### src/rtl/pmc_pkg.sv
// Shared definitions for the performance-counter readout block.
// Optional feature macro: PMC_READER_CHECKSUM_EN adds a trailing checksum byte.
package pmc_pkg;

    localparam int PMC_WORDS      = 4;
    localparam int PMC_DATA_BYTES = 16;
    localparam int PMC_SNAP_W     = PMC_WORDS * 32;

    localparam logic [7:0] PMC_HEADER_DEFAULT = 8'hA5;

`ifdef PMC_READER_CHECKSUM_EN
    typedef enum logic [2:0] {
        ST_IDLE,
        ST_HEADER,
        ST_DATA,
        ST_CHECK,
        ST_DONE
    } pmc_state_e;
`else
    typedef enum logic [2:0] {
        ST_IDLE,
        ST_HEADER,
        ST_DATA,
        ST_DONE
    } pmc_state_e;
`endif

    // Byte idx of the snapshot; byte 0 is the least-significant byte of word 0.
    function automatic logic [7:0] pmc_byte_sel(input logic [PMC_SNAP_W-1:0] snap,
                                                 input logic [3:0] idx);
        return snap[{idx, 3'b000} +: 8];
    endfunction

endpackage

### src/rtl/pmc_reader_if.sv
// Byte-stream bus from the readout block to its downstream sink.
interface pmc_reader_if;
    logic [7:0] out_data;
    logic       out_valid;
    logic       out_ready;

    modport master (output out_data, output out_valid, input out_ready);
    modport slave  (input out_data, input out_valid, output out_ready);
endinterface

### src/rtl/pmc_snapshot.sv
// Holds the four counter words captured at the request edge.
module pmc_snapshot
    import pmc_pkg::*;
(
    input  logic                  clk,
    input  logic                  reset,
    input  logic                  load,
    input  logic [PMC_SNAP_W-1:0] snap_in,
    output logic [PMC_SNAP_W-1:0] snap_out
);

    logic [PMC_SNAP_W-1:0] snap_q;
    logic [PMC_SNAP_W-1:0] snap_d;

    // Next snapshot: new counter values on load, otherwise hold.
    always_comb begin
        snap_d = snap_q;
        if (load) begin
            snap_d = snap_in;
        end
    end

    // Snapshot register, cleared by reset.
    always_ff @(posedge clk or posedge reset) begin
        if (reset) begin
            snap_q <= '0;
        end else begin
            snap_q <= snap_d;
        end
    end

    assign snap_out = snap_q;

endmodule

### src/rtl/pmc_reader.sv
// Serialises a snapshot of four 32-bit performance counters as a byte frame:
// header, 16 data bytes (LSB first per word), optional checksum byte.
// Optional feature macro: PMC_READER_CHECKSUM_EN.
module pmc_reader
    import pmc_pkg::*;
#(
    parameter logic [7:0] HEADER_BYTE = PMC_HEADER_DEFAULT
) (
    input  logic                clk,
    input  logic                reset,
    input  logic [31:0]         stall_count,
    input  logic [31:0]         instr_cycle_count,
    input  logic [31:0]         arith_count,
    input  logic [31:0]         mem_access_count,
    input  logic                req_in,
    pmc_reader_if.master        bus,
    output logic                busy,
    output logic                done
);

    pmc_state_e            state_q, state_d;
    logic [3:0]            idx_q, idx_d;
    logic                  snap_load;
    logic [PMC_SNAP_W-1:0] snap;
    logic [7:0]            cur_byte;
    logic [7:0]            out_data_c;
    logic                  out_valid_c;
`ifdef PMC_READER_CHECKSUM_EN
    logic [7:0]            csum_q, csum_d;
`endif

    pmc_snapshot u_snapshot (
        .clk      (clk),
        .reset    (reset),
        .load     (snap_load),
        .snap_in  ({mem_access_count, arith_count, instr_cycle_count, stall_count}),
        .snap_out (snap)
    );

    assign cur_byte = pmc_byte_sel(snap, idx_q);

    // Frame sequencing: state/index advance only on an accepted byte.
    always_comb begin
        state_d     = state_q;
        idx_d       = idx_q;
        snap_load   = 1'b0;
        out_data_c  = 8'h00;
        out_valid_c = 1'b0;
        busy        = 1'b1;
        done        = 1'b0;
`ifdef PMC_READER_CHECKSUM_EN
        csum_d      = csum_q;
`endif
        case (state_q)
            ST_IDLE: begin
                busy = 1'b0;
                if (req_in) begin
                    snap_load = 1'b1;
                    idx_d     = 4'd0;
                    state_d   = ST_HEADER;
`ifdef PMC_READER_CHECKSUM_EN
                    csum_d    = 8'h00;
`endif
                end
            end
            ST_HEADER: begin
                out_valid_c = 1'b1;
                out_data_c  = HEADER_BYTE;
                if (bus.out_ready) begin
                    state_d = ST_DATA;
                end
            end
            ST_DATA: begin
                out_valid_c = 1'b1;
                out_data_c  = cur_byte;
                if (bus.out_ready) begin
                    idx_d = idx_q + 4'd1;
`ifdef PMC_READER_CHECKSUM_EN
                    csum_d = csum_q + cur_byte;
                    if (idx_q == 4'(PMC_DATA_BYTES - 1)) begin
                        state_d = ST_CHECK;
                    end
`else
                    if (idx_q == 4'(PMC_DATA_BYTES - 1)) begin
                        state_d = ST_DONE;
                    end
`endif
                end
            end
`ifdef PMC_READER_CHECKSUM_EN
            ST_CHECK: begin
                out_valid_c = 1'b1;
                out_data_c  = csum_q;
                if (bus.out_ready) begin
                    state_d = ST_DONE;
                end
            end
`endif
            ST_DONE: begin
                done    = 1'b1;
                state_d = ST_IDLE;
            end
            default: begin
                state_d = ST_IDLE;
            end
        endcase
    end

    // Control registers; reset aborts any frame in flight.
    always_ff @(posedge clk or posedge reset) begin
        if (reset) begin
            state_q <= ST_IDLE;
            idx_q   <= 4'd0;
`ifdef PMC_READER_CHECKSUM_EN
            csum_q  <= 8'h00;
`endif
        end else begin
            state_q <= state_d;
            idx_q   <= idx_d;
`ifdef PMC_READER_CHECKSUM_EN
            csum_q  <= csum_d;
`endif
        end
    end

    assign bus.out_data  = out_data_c;
    assign bus.out_valid = out_valid_c;

endmodule

### src/flat_wrapper.sv
// flat-port wrapper written by rule: the top's interface ports become plain ports
module pmc_reader_flat import pmc_pkg::*;
#(
    parameter logic [7:0] HEADER_BYTE = PMC_HEADER_DEFAULT
)
  (clk, reset, stall_count, instr_cycle_count, arith_count, mem_access_count, req_in, busy, done, bus_out_data, bus_out_valid, bus_out_ready);
  pmc_reader_if bus_i ();
  input  logic clk;
  input  logic reset;
  input  logic [31:0] stall_count;
  input  logic [31:0] instr_cycle_count;
  input  logic [31:0] arith_count;
  input  logic [31:0] mem_access_count;
  input  logic req_in;
  output logic busy;
  output logic done;
  output wire logic [$bits(bus_i.out_data)-1:0] bus_out_data;
  output wire logic [$bits(bus_i.out_valid)-1:0] bus_out_valid;
  input wire logic [$bits(bus_i.out_ready)-1:0] bus_out_ready;
  assign bus_out_data = bus_i.out_data;
  assign bus_out_valid = bus_i.out_valid;
  assign bus_i.out_ready = bus_out_ready;
  pmc_reader #(.HEADER_BYTE(HEADER_BYTE)) u_core (.clk(clk), .reset(reset), .stall_count(stall_count), .instr_cycle_count(instr_cycle_count), .arith_count(arith_count), .mem_access_count(mem_access_count), .req_in(req_in), .bus(bus_i), .busy(busy), .done(done));
endmodule
### config.mk
export PLATFORM = sky130hd
export DESIGN_NAME = pmc_reader_flat
export DESIGN_NICKNAME = d
export VERILOG_FILES = /design/src/rtl/pmc_pkg.sv /design/src/rtl/pmc_reader_if.sv /design/src/rtl/pmc_snapshot.sv /design/src/rtl/pmc_reader.sv /design/src/flat_wrapper.sv
export SDC_FILE = /design/constraint.sdc
export NUM_CORES = 1
export LEC_CHECK = 0
export ABC_AREA = 0
export CAP_MARGIN = 20
export CORE_ASPECT_RATIO = 0.9
export CORE_MARGIN = 4
export CORE_UTILIZATION = 45
export DETAILED_ROUTE_END_ITERATION = 12
export PLACE_DENSITY = 0.73
export SLEW_MARGIN = 15
export SYNTH_ARGS = -nofsm -noshare
export SYNTH_HDL_FRONTEND = slang
export SYNTH_HIERARCHICAL = 1
export SYNTH_SLANG_ARGS = --single-unit
### constraint.sdc
create_clock -name clk -period 4.9 [get_ports clk]
set_clock_uncertainty 0.1 [all_clocks]
set_input_delay 0.49 -clock clk [delete_from_list [all_inputs] [get_ports clk]]
set_output_delay 0.49 -clock clk [all_outputs]
set_load 0.01 [all_outputs]
==> metrics.yaml, run 1 <==
floorplan:
  die_w_um: 133
  pin_count: 143
  coreArea_mm2: 0.0136
  rows: 40
  initial_utilization_pct: 46.7
  die_h_um: 121
  die_area_mm2: 0.0161
layout:
  area_delta_synth_final_pct: 33.5
  fin_cells: 751
  layout.nets: 686
  n_antenna_cell: 0
  fillers: 1032
  drive_above_1_share_pct: 33.6
critical_path:
  worstSetupPathDepth: 6
  slowest_delay_ns: 0.88
  crit_path_end_kind: "output port"
  cp_slowest_cell: "dfrtp_2"
  path_buf_inv: 2
  r2r-end: "u_core/u_snapshot/snap_out[115]"
  crit_required_ns: 4.31
  start_kind: "register"
  worstPathArrival_ns: 3.30
  crit_path_end: "bus_out_data[6]"
  cp_max_fo: 25
  path_class: "reg -> out"
  crit_chain: "buf_4 -> mux2i_1 -> a22oi_1 -> a22o_1 -> a221o_1 -> clkdlybuf4s50_1"
  critPathLaunch: "u_core/idx_q[0]"
  cp_top_family: "buffers and inverters"
  reg2reg_depth: 5
  r2r_setup_slack_ns: 2.37
  timing.rr.start: "u_core/state_q[0]"
timing:
  setup_viol: 0
  finalCritPeriodShare_pct: 79.4
  max_slew_margin_pct: 36.8
  setup-tns-final_ns: 0
  worst_pin_slew_ns: 0.949
  slew_viol_final: 0
  fmax_ghz: 0.257
  setup_slack_ns: 1.01
  grt_setup_unrepaired: "false"
  hold_violations: 0
  period_minus_slack_ns: 3.89
yosys:
  synth-seq-cells: 134
  ys.flop_type: "dfrtp_1"
  synth_area_mm2: 0.00636
  synth-edff-count: 0
  synth_commonest_cells: "dfrtp_1, mux2_2, mux2i_1"
  ys_seq_area_share_pct: 52.8
  yosys_warnings: 6
  synth_most_common_cell: "dfrtp_1"
  syn_inst: 410
  syn-num-nets: 547
  synthArstFlopShare_pct: 100
  synth_area_leaders: "dfrtp_1, mux2_2, mux4_2"
  syn_area_per_cell_um2: 15.5
  yosys.cell_types.count: 37
  post-synth-top-area-cell: "dfrtp_1"
  yosysTopAreaCellShare_pct: 52.8
place:
  gp_congestion: 0.809
  post-place-ws_ns: 1.38
  port_buffers: 142
  dpl.cell_count: 719
  hpwl_um: 11500
routing:
  wirelength_um: 15500
  via_per_inst: 5.38
  top_layer: "met4"
  met3_length_um: 1120
  via_count: 4040
  antenna_left: 0
  drt_iter0_drc: 246
  drc: 0
  wl_met1_um: 6810
  dr_wl_met2_um: 7200
  wire_per_inst_um: 20.6
  drtPass1Iterations: 4
cts:
  post_cts_buffers: 0
  clk_latency_ns: 0.42
  h-tree-depth: 4
  clk_pin_slew_ns: 0.06
  cts_resized: 0
  clk_path_buf_depth: 2
  cts.sinks: 134
  cts-root-buf: "clkbuf_16"
  numCtsBuffers: 17
  cts-hold-fix-buffers: 0
  tritoncts: "yes"
global_routing:
  grt_pass1_wl_um: 24500
  overflow: 0
  grt_use_total_pct: 20.2
  grt_pass1_vias: 4433
  antenna_found_initial: 0
  grt_max_degree: 79
pwr:
  power_density_mw_per_mm2: 639
  leakagePower_uw: 0.00343
  power_uw: 5420
  power.ir.vdd_worst_uv: 394
job:
  drv_cap: 0
run_status:
  outcome: "complete, no violations"
min_path:
  hp-class: "in -> async"
per-layer routing:
| layer | vias to the layer above | track usage [%] |
|---|---|---|
| li1 | 1820 | - |
| met1 | 2028 | 26.9 |
| met2 | 165 | 30.9 |
| met3 | 27 | 6.91 |
| met4 | 0 | 7.39 |
| met5 | - | 0 |
report_power, final:
part | switching [uW] | leakage, uW | internal, uW | total (uW)
Sequential | 414 | 0.00159 | 1670 | 2090
Combinational | 701 | 0.00151 | 1140 | 1840
Clock | 467 | 0.000331 | 1030 | 1500
Total | 1580 | 0.00343 | 3840 | 5420
layout make-up:
cell class	count	area [um2]	share of cell area [%]
clock buffer	19	453	5.34
clock inverter	13	250	2.95
inverter	7	28.8	0.339
multi-input combinational	242	2690	31.7
sequential	134	3350	39.5
tap	189	236	2.79
timing repair buffer	147	1470	17.3
cell families (layout without fill, tap and decap cells):
kind of cell,Yosys count,in the layout,share of synthesized area [%]
adders and majority gates,5,5,0.984
DFF,134,134,52.8
AOI/OAI and AO/OA,36,36,4.15
and+or+nand+nor,27,27,2.28
muxes,174,174,34.9
buffers and inverters,34,186,4.92
sequential cells by signal, summed over array words and instances (netlist names):
name                        cells
u_core/idx_q                    4
u_core/state_q                  2
u_core/u_snapshot/snap_out    128
cell usage in the layout (no fill, tap or decap), drive strengths merged, types with 3 or more instances in the layout:
| cell type | n |
|---|---|
| a221o | 4 |
| a221oi | 4 |
| a22o | 6 |
| a22oi | 4 |
| and3 | 5 |
| buf | 5 |
| bufinv | 7 |
| clkbuf | 19 |
| clkdlybuf4s50 | 142 |
| clkinvlp | 4 |
| dfrtp | 134 |
| ha | 5 |
| inv | 7 |
| mux2 | 129 |
| mux2i | 21 |
| mux4 | 24 |
| nand2 | 5 |
| nand3 | 3 |
| nor2 | 3 |
| nor2b | 3 |
| o211ai | 4 |
| o21ai | 9 |
stage by stage:
| step | hold WS, ns | area, um2 | utilization [%] |
|---|---|---|---|
| floorplan | 0.181 | 6360 | - |
| global placement | 0.383 | 7780 | 57.2 |
| detailed placement | 0.391 | 7780 | 57.2 |
| CTS | 0.284 | 8490 | 62.3 |
| global route | 0.304 | 8490 | 62.3 |
| finish | 0.285 | 8490 | 62.3 |
how the worst min path moves through the flow:
stage / startpoint / to / slack, ns / depth (start not counted)
3_3_place_gp: u_core/u_snapshot/snap_out[91] / u_core/u_snapshot/snap_out[91] / 0.38 / 1
2_1_floorplan: reset / u_core/idx_q[0] / 0.18 / 1
5_1_grt: reset / u_core/state_q[0] / 0.30 / 2
6_report: reset / u_core/state_q[1] / 0.28 / 2
4_1_cts: reset / u_core/state_q[1] / 0.28 / 2
3_5_place_dp: u_core/u_snapshot/snap_out[82] / u_core/u_snapshot/snap_out[82] / 0.39 / 1
Note: power is estimated with default switching activity, not from simulation.
==> inputs of run 2 (changes only) <==
PLACE_DENSITY = 0.76   (was 0.73)
clock period = 3.5 ns   (was 4.9 ns; I/O delays follow)
==> run 2 against run 1 <==
Non-clock buffer count rose by 4; utilization fell by 0.64 points; first-iteration DRC count rose by 16%; register-to-register slack got worse by 1.3 ns; sequential share of layout area rose by 0.41 points; critical path depth did not move; count of clock-buffer cells in the layout rose by 3; clock power rose by 12%; global-route usage rose by 0.32 points; largest power group unchanged; wire length rose by 1.7%.
==> metrics.yaml, run 2 (same netlist as run 1, synthesis figures left out) <==
run_status:
  outcome: "complete, no violations"
global_routing:
  grt_pass1_vias: 4507  # +1.7%
  overflow: 0  # unchanged
  grt_use_total_pct: 20.5  # +0.32 points
  grt_max_degree: 129  # +63%
  grt_pass1_wl_um: 24900  # +1.7%
  antenna_found_initial: 0  # unchanged
pwr:
  leakagePower_uw: 0.00340  # -0.94%
  power_density_mw_per_mm2: 861  # +35%
  power.ir.vdd_worst_uv: 440  # +12%
  power_uw: 7230  # +33%
cts:
  post_cts_buffers: 0  # unchanged
  tritoncts: "yes"
  clk_pin_slew_ns: 0.06  # about the same
  cts_resized: 0  # unchanged
  cts-hold-fix-buffers: 0  # unchanged
  h-tree-depth: 4  # unchanged
  cts.sinks: 134  # unchanged
  numCtsBuffers: 17  # unchanged
  clk_latency_ns: 0.41  # about the same
  clk_path_buf_depth: 2  # unchanged
  cts-root-buf: "clkbuf_16"
layout:
  n_antenna_cell: 0  # unchanged
  fin_cells: 755  # +0.53%
  layout.nets: 690  # +0.58%
  layout_commonest_cell: "clkdlybuf4s50_1"
  drive_above_1_share_pct: 33.4  # -0.24 points
  area_delta_synth_final_pct: 32.1
  layout_common_cells: "clkdlybuf4s50_1, dfrtp_1, mux2_2"
  fillers: 1053  # +2.0%
  largest_register_ffs: 128  # unchanged
critical_path:
  crit_required_ns: 3.05  # -1.26 ns
  path_class: "reg -> out"
  slowest_delay_ns: 0.66  # -0.22 ns
  crit_path_end_kind: "output port"
  cp_top_family: "compound AO/OA/AOI/OAI gates"
  cp_max_fo: 21  # -16%
  path_buf_inv: 2  # unchanged
  cp_slowest_cell: "dfrtp_2"
  crit_chain: "buf_12 -> mux2i_1 -> a22oi_1 -> a22o_1 -> a221o_1 -> clkdlybuf4s50_1"
  worstPathArrival_ns: 2.89  # -0.41 ns
  start_kind: "register"
routing:
  wirelength_um: 15800  # +1.7%
  met3_length_um: 1210  # +7.7%
  wire_per_inst_um: 20.9  # +1.1%
  via_per_inst: 5.46  # +1.6%
  drt_iter0_drc: 286  # +16%
  drc: 0  # unchanged
  drtPass1Iterations: 4  # unchanged
  top_layer: "met4"
  dr_wl_met2_um: 7320  # +1.6%
  wl_met1_um: 6890  # +1.2%
  via_count: 4126  # +2.1%
  antenna_left: 0  # unchanged
timing:
  worst_pin_slew_ns: 0.712  # -0.236 ns
  max_slew_margin_pct: 52.5  # +16 points
  hold_slack_ns: 0.135  # -0.150 ns
  fmax_ghz: 0.299
  period_minus_slack_ns: 3.34
  finalCritPeriodShare_pct: 95.4
  hold_violations: 0  # unchanged
  setup_slack_ns: 0.161  # -0.847 ns
  setup-tns-final_ns: 0  # unchanged
  setup_viol: 0  # unchanged
  grt_setup_unrepaired: "false"
  slew_viol_final: 0  # unchanged
place:
  hpwl_um: 11700  # +2.5%
  post-place-ws_ns: 0.589  # -0.789 ns
  gp_congestion: 0.857  # +6.0%
  port_buffers: 142  # unchanged
  dpl.cell_count: 723  # +0.56%
floorplan:
  rows: 40  # unchanged
  die_w_um: 133  # unchanged
  initial_utilization_pct: 46.7  # unchanged
  coreArea_mm2: 0.0136  # unchanged
  pin_count: 143  # unchanged
  die_area_mm2: 0.0161  # unchanged
  die_h_um: 121  # unchanged
job:
  drv_cap: 0  # unchanged
min_path:
  hp-class: "in -> async"
run 2: area by class of cell:
type | count | area, um2 | area share, %
clock buffer | 22 | 454 | 5.41
timing repair buffer | 151 | 1530 | 18.2
multi-input combinational | 242 | 2690 | 32.1
inverter | 7 | 30.0 | 0.358
tap | 189 | 236 | 2.82
clock inverter | 10 | 105 | 1.25
sequential | 134 | 3350 | 39.9
run 2: where the power goes:
group / internal (uW) / leakage [uW] / switching (uW) / total [uW]
clock network: 1060 / 0.000273 / 622 / 1680
logic: 1630 / 0.00154 / 1050 / 2670
registers: 2350 / 0.00159 / 535 / 2880
total: 5030 / 0.00340 / 2200 / 7230
run 2: metal layers:
metal  GRT usage, %  up-vias
met5              0        -
met4           7.20        0
met3           6.74       26
met2           31.7      186
met1           27.4     2091
li1               -     1823
run 2: stage by stage:
step / utilization, % / area (um2)
5_1_grt: 61.7 / 8400
3_3_place_gp: 57.6 / 7840
3_5_place_dp: 57.6 / 7840
2_1_floorplan: - / 6360
4_1_cts: 61.7 / 8400
6_report: 61.7 / 8400
run 2: path summary, 6_finish.rpt:
kind                                           startpoint                              to  slack, ns  cells after the start
max                                       u_core/idx_q[0]                 bus_out_data[1]       0.16                      6
min                                                 reset                 u_core/idx_q[3]       0.14                      2
max reg2reg                             u_core/state_q[0]  u_core/u_snapshot/snap_out[10]       1.12                      5
min reg2reg                u_core/u_snapshot/snap_out[94]  u_core/u_snapshot/snap_out[94]       0.40                      1
max in group asynchronous                           reset   u_core/u_snapshot/snap_out[8]       2.36                      3
min in group clk           u_core/u_snapshot/snap_out[94]  u_core/u_snapshot/snap_out[94]       0.40                      1
